[src/rtl/decim_pkg.sv]
`default_nettype none
// ============================================================================
// Module   : decim_pkg
// Purpose  : Shared types, constants and helpers for the multi-channel
//            decimating-FIR sequencer and its pipeline stages.
// Contents : decim_state_t       - sequencer state encoding (IDLE, RUN)
//            DecimDefaultMacLat  - default read-to-MAC pipeline depth
//            decim_addr_wrap()   - (base - tap) mod 2^aw
// Revision : 1.0 - initial release
// ============================================================================
package decim_pkg;

    typedef enum logic [0:0] {
        ST_IDLE = 1'b0,
        ST_RUN  = 1'b1
    } decim_state_t;

    localparam int DecimDefaultMacLat = 2;

    // Circular-buffer read address: walks backwards from the newest sample.
    function automatic logic [31:0] decim_addr_wrap(
        input logic [31:0] base,
        input logic [31:0] tap,
        input int unsigned aw
    );
        logic [31:0] w_mask;
        w_mask = (aw >= 32) ? 32'hFFFF_FFFF : ((32'd1 << aw) - 32'd1);
        return (base - tap) & w_mask;
    endfunction

endpackage
`default_nettype wire

[src/rtl/decim_delay_line.sv]
`default_nettype none
// ============================================================================
// Module   : decim_delay_line
// Purpose  : Width/depth parametrised shift register used to align control
//            pulses with the memory/MAC pipeline. DEPTH==0 is a wire.
// Ports    : Clk_i   - clock
//            Rst_i   - asynchronous active-high reset, clears every stage
//            i_data  - value entering the pipe
//            o_data  - value delayed by DEPTH cycles
// Revision : 1.0 - initial release
// ============================================================================
module decim_delay_line #(
    parameter int W     = 1,
    parameter int DEPTH = 1
) (
    input  logic         Clk_i,
    input  logic         Rst_i,
    input  logic [W-1:0] i_data,
    output logic [W-1:0] o_data
);

    generate
        if (DEPTH == 0) begin : g_bypass
            assign o_data = i_data;
        end else begin : g_pipe
            logic [W-1:0] r_stage [DEPTH];

            always_ff @(posedge Clk_i or posedge Rst_i) begin
                if (Rst_i) begin
                    for (int i = 0; i < DEPTH; i++) begin
                        r_stage[i] <= '0;
                    end
                end else begin
                    r_stage[0] <= i_data;
                    for (int i = 1; i < DEPTH; i++) begin
                        r_stage[i] <= r_stage[i-1];
                    end
                end
            end

            assign o_data = r_stage[DEPTH-1];
        end
    endgenerate

endmodule
`default_nettype wire

[src/rtl/decim_ctrl_mc.sv]
`default_nettype none
// ============================================================================
// Module   : decim_ctrl_mc
// Purpose  : Multi-channel sequencer for a single-MAC decimating FIR.
//            Tracks interleaved sample writes, counts decimation phase per
//            frame and, on each output trigger, walks data/coefficient read
//            addresses through every tap of every channel.
// Ports    : Rst_i        - asynchronous active-high reset
//            Clk_i        - clock
//            DataNd_i     - new sample strobe (channels in order 0..N-1)
//            DataAddrWr_o - {wrCh, wrPtr} write address of current sample
//            DataAddr_o   - {rdCh, base-tap} read address
//            CoeffAddr_o  - tap index
//            StartAcc_o   - clear-and-load accumulator (tap 0 at MAC)
//            DataValid_o  - accumulator result valid, one cycle
//            DataCh_o     - channel of the current DataValid_o
//            Busy_o       - sequencer running
//            Overrun_o    - one-cycle pulse when a trigger is dropped
// Options  : DECIM_CTRL_OVERRUN_EN - queue one early trigger and report
//            overruns; when undefined early triggers are silently dropped.
// Revision : 1.0 - initial release
// ============================================================================
module decim_ctrl_mc
    import decim_pkg::*;
#(
    parameter int FilterLength = 16,
    parameter int DecimationK  = 2,
    parameter int Channels     = 1,
    parameter int AddrW        = 4,
    parameter int ChW          = 1,
    parameter int MacLat       = DecimDefaultMacLat
) (
    input  logic                 Rst_i,
    input  logic                 Clk_i,
    input  logic                 DataNd_i,
    output logic [ChW+AddrW-1:0] DataAddrWr_o,
    output logic [ChW+AddrW-1:0] DataAddr_o,
    output logic [AddrW-1:0]     CoeffAddr_o,
    output logic                 StartAcc_o,
    output logic                 DataValid_o,
    output logic [ChW-1:0]       DataCh_o,
    output logic                 Busy_o,
    output logic                 Overrun_o
);

    localparam int PhW = (DecimationK > 1) ? $clog2(DecimationK) : 1;
    localparam logic [ChW-1:0]   c_last_ch  = ChW'(Channels - 1);
    localparam logic [AddrW-1:0] c_last_tap = AddrW'(FilterLength - 1);
    localparam logic [PhW-1:0]   c_last_ph  = PhW'(DecimationK - 1);

    // ---------------- write side ----------------
    logic [ChW-1:0]   r_wr_ch;
    logic [AddrW-1:0] r_wr_ptr;
    logic [PhW-1:0]   r_phase;

    logic             w_wr_frame;
    logic             w_trig;
    logic [AddrW-1:0] w_wr_ptr_nxt;

    assign w_wr_frame   = DataNd_i && (r_wr_ch == c_last_ch);
    assign w_trig       = w_wr_frame && (r_phase == '0);
    assign w_wr_ptr_nxt = w_wr_frame ? (r_wr_ptr + 1'b1) : r_wr_ptr;

    always_ff @(posedge Clk_i or posedge Rst_i) begin
        if (Rst_i) begin
            r_wr_ch  <= '0;
            r_wr_ptr <= '0;
            r_phase  <= '0;
        end else if (DataNd_i) begin
            if (r_wr_ch == c_last_ch) begin
                r_wr_ch  <= '0;
                r_wr_ptr <= r_wr_ptr + 1'b1;
                r_phase  <= (r_phase == c_last_ph) ? '0 : (r_phase + 1'b1);
            end else begin
                r_wr_ch  <= r_wr_ch + 1'b1;
            end
        end
    end

    assign DataAddrWr_o = {r_wr_ch, r_wr_ptr};

    // ---------------- read sequencer ----------------
    decim_state_t         r_state;
    logic [AddrW-1:0]     r_tap;
    logic [ChW-1:0]       r_rd_ch;
    logic [AddrW-1:0]     r_base;
    logic [ChW+AddrW-1:0] r_data_addr;

    logic             w_last_tap;
    logic [AddrW-1:0] w_tap_nxt;
    logic [ChW-1:0]   w_rd_ch_nxt;
    logic [AddrW-1:0] w_wrap_nxt;
    logic             w_restart;
    logic [AddrW-1:0] w_restart_base;

    assign w_last_tap  = (r_tap == c_last_tap);
    assign w_tap_nxt   = r_tap + 1'b1;
    assign w_rd_ch_nxt = r_rd_ch + 1'b1;
    assign w_wrap_nxt  = AddrW'(decim_addr_wrap(32'(r_base), 32'(w_tap_nxt), AddrW));

`ifdef DECIM_CTRL_OVERRUN_EN
    logic             r_pend;
    logic [AddrW-1:0] r_pend_base;
    logic             r_overrun;
    logic             w_final;

    assign w_final = (r_state == ST_RUN) && w_last_tap && (r_rd_ch == c_last_ch);
    // The queued trigger is older than one arriving now, so it runs first.
    assign w_restart      = w_trig || r_pend;
    assign w_restart_base = r_pend ? r_pend_base : r_wr_ptr;
    assign Overrun_o      = r_overrun;
`else
    assign w_restart      = w_trig;
    assign w_restart_base = r_wr_ptr;
    assign Overrun_o      = 1'b0;
`endif

    always_ff @(posedge Clk_i or posedge Rst_i) begin
        if (Rst_i) begin
            r_state     <= ST_IDLE;
            r_tap       <= '0;
            r_rd_ch     <= '0;
            r_base      <= '0;
            r_data_addr <= '0;
`ifdef DECIM_CTRL_OVERRUN_EN
            r_pend      <= 1'b0;
            r_pend_base <= '0;
            r_overrun   <= 1'b0;
`endif
        end else begin
            case (r_state)
                ST_IDLE: begin
                    r_tap   <= '0;
                    r_rd_ch <= '0;
                    if (w_trig) begin
                        r_state     <= ST_RUN;
                        r_base      <= r_wr_ptr;
                        r_data_addr <= {{ChW{1'b0}}, r_wr_ptr};
                    end else begin
                        // Track the write pointer so the idle address is current.
                        r_data_addr <= {{ChW{1'b0}}, w_wr_ptr_nxt};
                    end
                end
                ST_RUN: begin
                    if (w_last_tap) begin
                        r_tap <= '0;
                        if (r_rd_ch != c_last_ch) begin
                            r_rd_ch     <= w_rd_ch_nxt;
                            r_data_addr <= {w_rd_ch_nxt, r_base};
                        end else if (w_restart) begin
                            r_rd_ch     <= '0;
                            r_base      <= w_restart_base;
                            r_data_addr <= {{ChW{1'b0}}, w_restart_base};
                        end else begin
                            r_state     <= ST_IDLE;
                            r_rd_ch     <= '0;
                            r_data_addr <= {{ChW{1'b0}}, w_wr_ptr_nxt};
                        end
                    end else begin
                        r_tap       <= w_tap_nxt;
                        r_data_addr <= {r_rd_ch, w_wrap_nxt};
                    end
                end
                default: begin
                    r_state <= ST_IDLE;
                end
            endcase

`ifdef DECIM_CTRL_OVERRUN_EN
            r_overrun <= 1'b0;
            if ((r_state == ST_RUN) && w_trig) begin
                if (w_final) begin
                    // Pending slot drains into the restart and refills with
                    // this trigger; with no pending the trigger runs directly.
                    if (r_pend) begin
                        r_pend_base <= r_wr_ptr;
                    end
                end else if (r_pend) begin
                    r_overrun <= 1'b1;
                end else begin
                    r_pend      <= 1'b1;
                    r_pend_base <= r_wr_ptr;
                end
            end else if (w_final) begin
                r_pend <= 1'b0;
            end
`endif
        end
    end

    assign DataAddr_o  = r_data_addr;
    assign CoeffAddr_o = r_tap;
    assign Busy_o      = (r_state == ST_RUN);

    // ---------------- MAC alignment pipelines ----------------
    logic           w_start;
    logic           w_done;
    logic [ChW:0]   w_done_tag;

    assign w_start = (r_state == ST_RUN) && (r_tap == '0);
    assign w_done  = (r_state == ST_RUN) && w_last_tap;

    decim_delay_line #(
        .W     (1),
        .DEPTH (MacLat)
    ) u_start_dly (
        .Clk_i  (Clk_i),
        .Rst_i  (Rst_i),
        .i_data (w_start),
        .o_data (StartAcc_o)
    );

    decim_delay_line #(
        .W     (ChW + 1),
        .DEPTH (MacLat + 1)
    ) u_done_dly (
        .Clk_i  (Clk_i),
        .Rst_i  (Rst_i),
        .i_data ({w_done, r_rd_ch}),
        .o_data (w_done_tag)
    );

    assign DataValid_o = w_done_tag[ChW];
    assign DataCh_o    = w_done_tag[ChW-1:0];

endmodule
`default_nettype wire

[config.mk]
export PLATFORM = sky130hd
export DESIGN_NAME = decim_ctrl_mc
export DESIGN_NICKNAME = d
export VERILOG_FILES = /design/src/rtl/decim_pkg.sv /design/src/rtl/decim_delay_line.sv /design/src/rtl/decim_ctrl_mc.sv
export SDC_FILE = /design/constraint.sdc
export NUM_CORES = 1
export LEC_CHECK = 0
export CAP_MARGIN = 25
export CORE_ASPECT_RATIO = 0.7
export CORE_MARGIN = 2
export CORE_UTILIZATION = 54
export DETAILED_ROUTE_END_ITERATION = 10
export DONT_BUFFER_PORTS = 1
export PLACE_DENSITY = 0.69
export SETUP_SLACK_MARGIN = 0.3
export SYNTH_ARGS = -nofsm -noshare
export SYNTH_HDL_FRONTEND = slang
export SYNTH_HIERARCHICAL = 1
export SYNTH_SLANG_ARGS = --single-unit
[constraint.sdc]
create_clock -name Clk_i -period 2.31 [get_ports Clk_i]
set_input_delay 0 -clock Clk_i [delete_from_list [all_inputs] [get_ports Clk_i]]
set_output_delay 0 -clock Clk_i [all_outputs]
set_load 0.02 [all_outputs]
# [After elaboration in Yosys (flattened, before gate mapping)]
# Index checks and enable logic that the tools add are counted.
[word_totals] regBits=29 out_inout_bits=19
[classes] n_addsub=6 n_eq_ne=3 mux=20 n_bitwise=3 reduce_logical=7
[ops] operator="$mux W4" count=6
[ops] operator="$pmux W4 S2" count=2
[ops] operator="$mux W5" count=2
[ops] operator="$pmux W5 S2" count=1
[ops] operator="$add A4 B1 Y4 const B" count=2
[ops] operator="$mux W1" count=7
[ops] operator="$eq A4 B4 Y1 const B" count=1
[ops] operator="$logic_and A1 B1 Y1" count=4
[ops] operator="$logic_not A4 Y1" count=1
[ops] operator="$pmux W1 S2" count=2
[ops] operator="$reduce_and A2 Y1" count=2
[ops] operator="$sub A4 B4 Y4" count=1
[ops] operator="$add A1 B1 Y1 const B" count=3
[ops] operator="$not A1 Y1" count=3
[ops] operator="$ne A2 B1 Y1 const B" count=1
[ops] operator="$ne A2 B2 Y1 const B" count=1

# [Depth between registers and ports, before layout]
[depth] word_depth=7 ltp_mapped=8 mapped_depth_nobuf=8

# [By module]
# The synthesis kept the hierarchy.
[by_module_without_submodules] mod="decim_ctrl_mc" n_inst=1 cells_per_inst=87 area_per_inst_um2=967.2 seq_area_each_um2=450.4
[by_module_without_submodules] mod="decim_delay_line (u_done_dly)" n_inst=1 cells_per_inst=9 area_per_inst_um2=168.9 seq_area_each_um2=150.1
[by_module_without_submodules] mod="decim_delay_line (u_start_dly)" n_inst=1 cells_per_inst=3 area_per_inst_um2=53.8 seq_area_each_um2=50.0

# [Least setup slack after synthesis]
# No wires, ideal clock.
[synth_timing] path_kind="register -> register" startpoint="register r_tap[0] (netlist: CoeffAddr_o[0])" endpoint="register r_data_addr[3] (netlist: DataAddr_o[3])" arrival_ns=1.771 setup_slack_ns=0.406 path_stages_with_launch=9 synth_period_minus_slack_ns=1.904 path_cell_list="dfrtp_1 -> inv_1 -> ha_1 -> inv_1 -> ha_1 -> nor2b_1 -> o21ai_0 -> nor4b_2 -> a221oi_2"
[synth_between] elab_chain_cells=4 word_cells_on_any_way=5
[synth_rtl] item="start: declaration" line="decim_ctrl_mc.sv:84" text="logic [AddrW-1:0] r_tap;"
[synth_rtl] item="start signal: assignment" line="decim_ctrl_mc.sv:160" text="r_tap <= w_tap_nxt;"
[synth_rtl] item="$add A4 B1 Y4" line="decim_ctrl_mc.sv:97" text="assign w_tap_nxt = r_tap + 1'b1;"
[synth_rtl] item="$sub A4 B4 Y4" line="decim_pkg.sv:28" text="return (base - tap) & w_mask;"
[synth_rtl] item="$mux W5 (*)" line="decim_ctrl_mc.sv:145" text="if (w_last_tap) begin"
[synth_rtl] item="$pmux W5 S2 (*)" line="decim_ctrl_mc.sv:131" text="case (r_state)"
[synth_rtl] item="end signal: assignment" line="decim_ctrl_mc.sv:138" text="r_data_addr <= {{ChW{1'b0}}, r_wr_ptr};"
[synth_rtl] item="end signal: assignment" line="decim_ctrl_mc.sv:149" text="r_data_addr <= {w_rd_ch_nxt, r_base};"
[synth_rtl] item="end signal: assignment" line="decim_ctrl_mc.sv:153" text="r_data_addr <= {{ChW{1'b0}}, w_restart_base};"
[synth_rtl] item="end: declaration" line="decim_ctrl_mc.sv:87" text="logic [ChW+AddrW-1:0] r_data_addr;"
# Mark *: on every way between the ends. The rest lies on a longest branch, timed or not.
# A chain may end at the register's enable or synchronous reset.

# [Final worst setup path]
[layout_timing] startpoint="register r_tap[1] (netlist: CoeffAddr_o[1])" endpoint="register r_data_addr[3] (netlist: DataAddr_o[3])"
# Same word-level chain as after synthesis.

==> run_results.csv <==
group,metric,value,unit
logic_synthesis,synth_warnings,6,
detailed_routing,drt_iter0_drc,36,
global_route,grt_max_degree,19,
sta,holdWs,0.0575,ns
finish,post-route-util,0.602,
finish,fin_nets,114,
clocking,cts.htree.levels,1,
global_route,grt_antenna_before_repair,0,
detailed_routing,vias,647,
detailed_routing,drc,0,
clocking,clockRootBuffer,"clkbuf_4",
power_and_ir_drop,p_sw_frac,0.435,
clocking,cts_buffers,3,
sta,timing.fmax,530,MHz
power_and_ir_drop,p_switching,913,uW
finish,layout-drive-gt1-share,0.155,
floorplanning,die_area,2600,sq um
global_route,grt_util_all_layers,0.177,
clocking,path_clk_slew,0.14,ns
power_and_ir_drop,leakage,0.000597,uW
logic_synthesis,ys_seq_area_frac,0.547,
global_route,grt_overflow,0,
placed_design,place_hpwl,1390,um
sta,worstMarginPinSlew,0.703,ns
clocking,cts_tree,"yes",
logic_synthesis,ys_seq_elements,26,
worst_setup_path,reg2reg_depth,8,
worst_setup_path,start_kind,"flop",
clocking,clk_latency,0.33,ns
floorplanning,core_area,2120,sq um
floorplanning,die_h,43.3,um
logic_synthesis,syn-cell-area,1190,sq um
run_status,run_status,"complete, no violations",
sta,fin_crit_sh,0.817,
sta,tns,0,ns
sta,post-route-min-period,1.89,ns
floorplanning,start_util,0.561,
logic_synthesis,synth_area_per_cell,12.0,sq um
finish,final_cells,135,
floorplanning,placementRows,14,
hold_path,min_path_type,"input pin to asynchronous set/reset pin",
worst_setup_path,reg2reg_slack,0.42,ns
detailed_routing,first_pass_iters,4,
clocking,clk_path_buf_depth,2,
placed_design,pre_cts_slack,0.268,ns
sta,finalSetupViolCount,0,
placed_design,port_buffers,0,
worst_setup_path,critPathRequiredTime,2.56,ns
clocking,postCtsSetupRepairBufs,0,
logic_synthesis,synth_cell_types,25,
global_route,grt_pass1_wl,3130,um
sta,slew_violations,0,
power_and_ir_drop,internal_power,1190,uW
power_and_ir_drop,power_density,1650,nW/um^2
detailed_routing,vias_per_cell,4.79,
power_and_ir_drop,pwr-share-comb,0.424,
power_and_ir_drop,pwr-share-seq,0.467,
sta,rsz0062_at_grt,"no",
detailed_routing,ant_nets,0,
global_route,grt_pass1_vias,616,
floorplanning,io_pins,22,
power_and_ir_drop,pwr-share-clk,0.108,
worst_setup_path,worst-path-max-fanout,4,
detailed_routing,wire_per_inst,13.7,um
floorplanning,die_w,60.1,um
placed_design,gp_congestion,0.747,
worst_setup_path,critical_path_class,"flop to flop",
placed_design,placed_cells,128,
power_and_ir_drop,vdd.ir_drop.worst,0.000695,V
worst_setup_path,crit_start,"CoeffAddr_o[1]",
detailed_routing,routed_wl,1840,um
clocking,cts.sinks,26,
sta,setup_ws,0.422,ns
sta,fin_worst_skew,0.0102,ns
finish,areaGrowthSynthToFinish,7.26,%
logic_synthesis,synthCells,99,
finish,diodes,0,
worst_setup_path,r2r_start,"CoeffAddr_o[1]",
sta,slew_headroom,0.531,
worst_setup_path,arrival,2.13,ns
worst_setup_path,endpoint_kind,"flop",
run,cap_violations,0,
worst_setup_path,timing.rr.end,"DataAddr_o[3]",
sta,hold_viol,0,
cell type report:
class,instances,area [sq um]
Sequential cell,26,652
Clock buffer,4,36.3
Timing Repair Buffer,4,37.5
Fill cell,172,843
Multi-Input combinational cell,59,473
Tap cell,32,40.0
Inverter,10,37.5
registers in the layout (all words and copies together), names as in the netlist:
register and flops:
CoeffAddr_o 4, u_start_dly/o_data 1, DataAddr_o 4, r_wr_ptr 4
Busy_o 1, u_done_dly/g_pipe.r_stage 4, u_start_dly/g_pipe.r_stage 1, u_done_dly/o_data 2
r_phase 1, r_base 4
power groups by stage:
stage          sequential [uW]  clock (uW)  combinational [uW]
2_1_floorplan              960           0                 712
3_3_place_gp               985           0                 841
3_5_place_dp               992           0                 853
4_1_cts                    985         234                 875
5_1_grt                   1010         250                1030
6_report                   981         228                 891
layout by cell type, fill, tap and decap left out:
cell type / instances
dfrtp_1: 25
a221oi_2: 1
dfrtp_2: 1
nor3_1: 1
nor4b_2: 1
clkbuf_8: 1
nand4_1: 1
xnor2_1: 6
conb_1: 4
ha_1: 5
mux2_2: 3
fa_1: 1
buf_4: 1
a21oi_4: 1
clkbuf_4: 3
xor3_2: 1
nor2b_1: 1
dlygate4sd3_1: 3
o21ai_0: 4
inv_1: 10
nand2b_1: 1
mux2i_1: 2
o21ai_1: 1
a21oi_1: 1
ha_4: 1
xor2_1: 4
nand3_1: 3
nand2_2: 1
nor2_1: 6
nand2_1: 8
nand3_2: 1
how the worst max path moves through the flow:
| stage | end | cells past startpoint |
|---|---|---|
| after global placement | DataAddr_o[3] | 8 |
| after CTS | DataAddr_o[3] | 8 |
| after detailed placement | DataAddr_o[3] | 8 |
| after global routing | DataAddr_o[3] | 8 |
| final | DataAddr_o[3] | 8 |
| after floorplan | DataAddr_o[3] | 8 |
metal layers:
metal	global-route usage	share of wire
met5	0	0
met4	0.0667	0.021
met3	0.0640	0.045
met2	0.246	0.43
met1	0.250	0.51
through the flow:
stage                     total power [uW]  cell area (sq um)
after CTS                             2090               1260
after global placement                1830               1200
after global routing                  2290               1280
final                                 2100               1280
after floorplan                       1670               1200
after detailed placement              1840               1200
timing repair:
action,4_1_cts,5_1_grt
endpoints found under the hold margin,34,0
hold buffers,3,0
gates resized for setup,1,2
setup endpoints to repair,1,1
pin swaps,0,1
kinds of logic after synthesis:
kind of cell | synth area share
xor gates and xnor gates | 0.0946
buffers and inverters | 0.0757
adders and majority gates | 0.0799
and+or+nand+nor | 0.103
DFF | 0.547
muxes | 0.0452
AOI/OAI and AO/OA | 0.0515
other | 0.00315
synth_stat cells:
master,count,area (sq um)
a21oi_1,1,5.00
a21oi_4,1,16.3
a221oi_2,1,15.0
buf_4,7,52.6
conb_1,1,3.75
dfrtp_1,26,651
fa_1,1,20.0
ha_1,6,75.1
inv_1,10,37.5
mux2_2,3,33.8
mux2i_1,2,20.0
nand2_1,8,30.0
nand2_2,1,6.26
nand2b_1,1,6.26
nand3_1,3,15.0
nand3_2,1,10.0
nand4_1,1,6.26
nor2_1,6,22.5
nor2b_1,1,6.26
nor3_1,1,5.00
nor4b_2,1,15.0
o21ai_0,5,25.0
xnor2_1,6,52.6
xor2_1,4,35.0
xor3_2,1,25.0
critical path, stage by stage, from the launching register on:
cell	delay (ns)
dfrtp_2	0.48
inv_1	0.10
ha_4	0.28
inv_1	0.05
ha_1	0.26
nor2b_1	0.13
o21ai_1	0.17
a21oi_1	0.10
a221oi_2	0.26
Note: power is estimated with default switching activity, not from simulation.
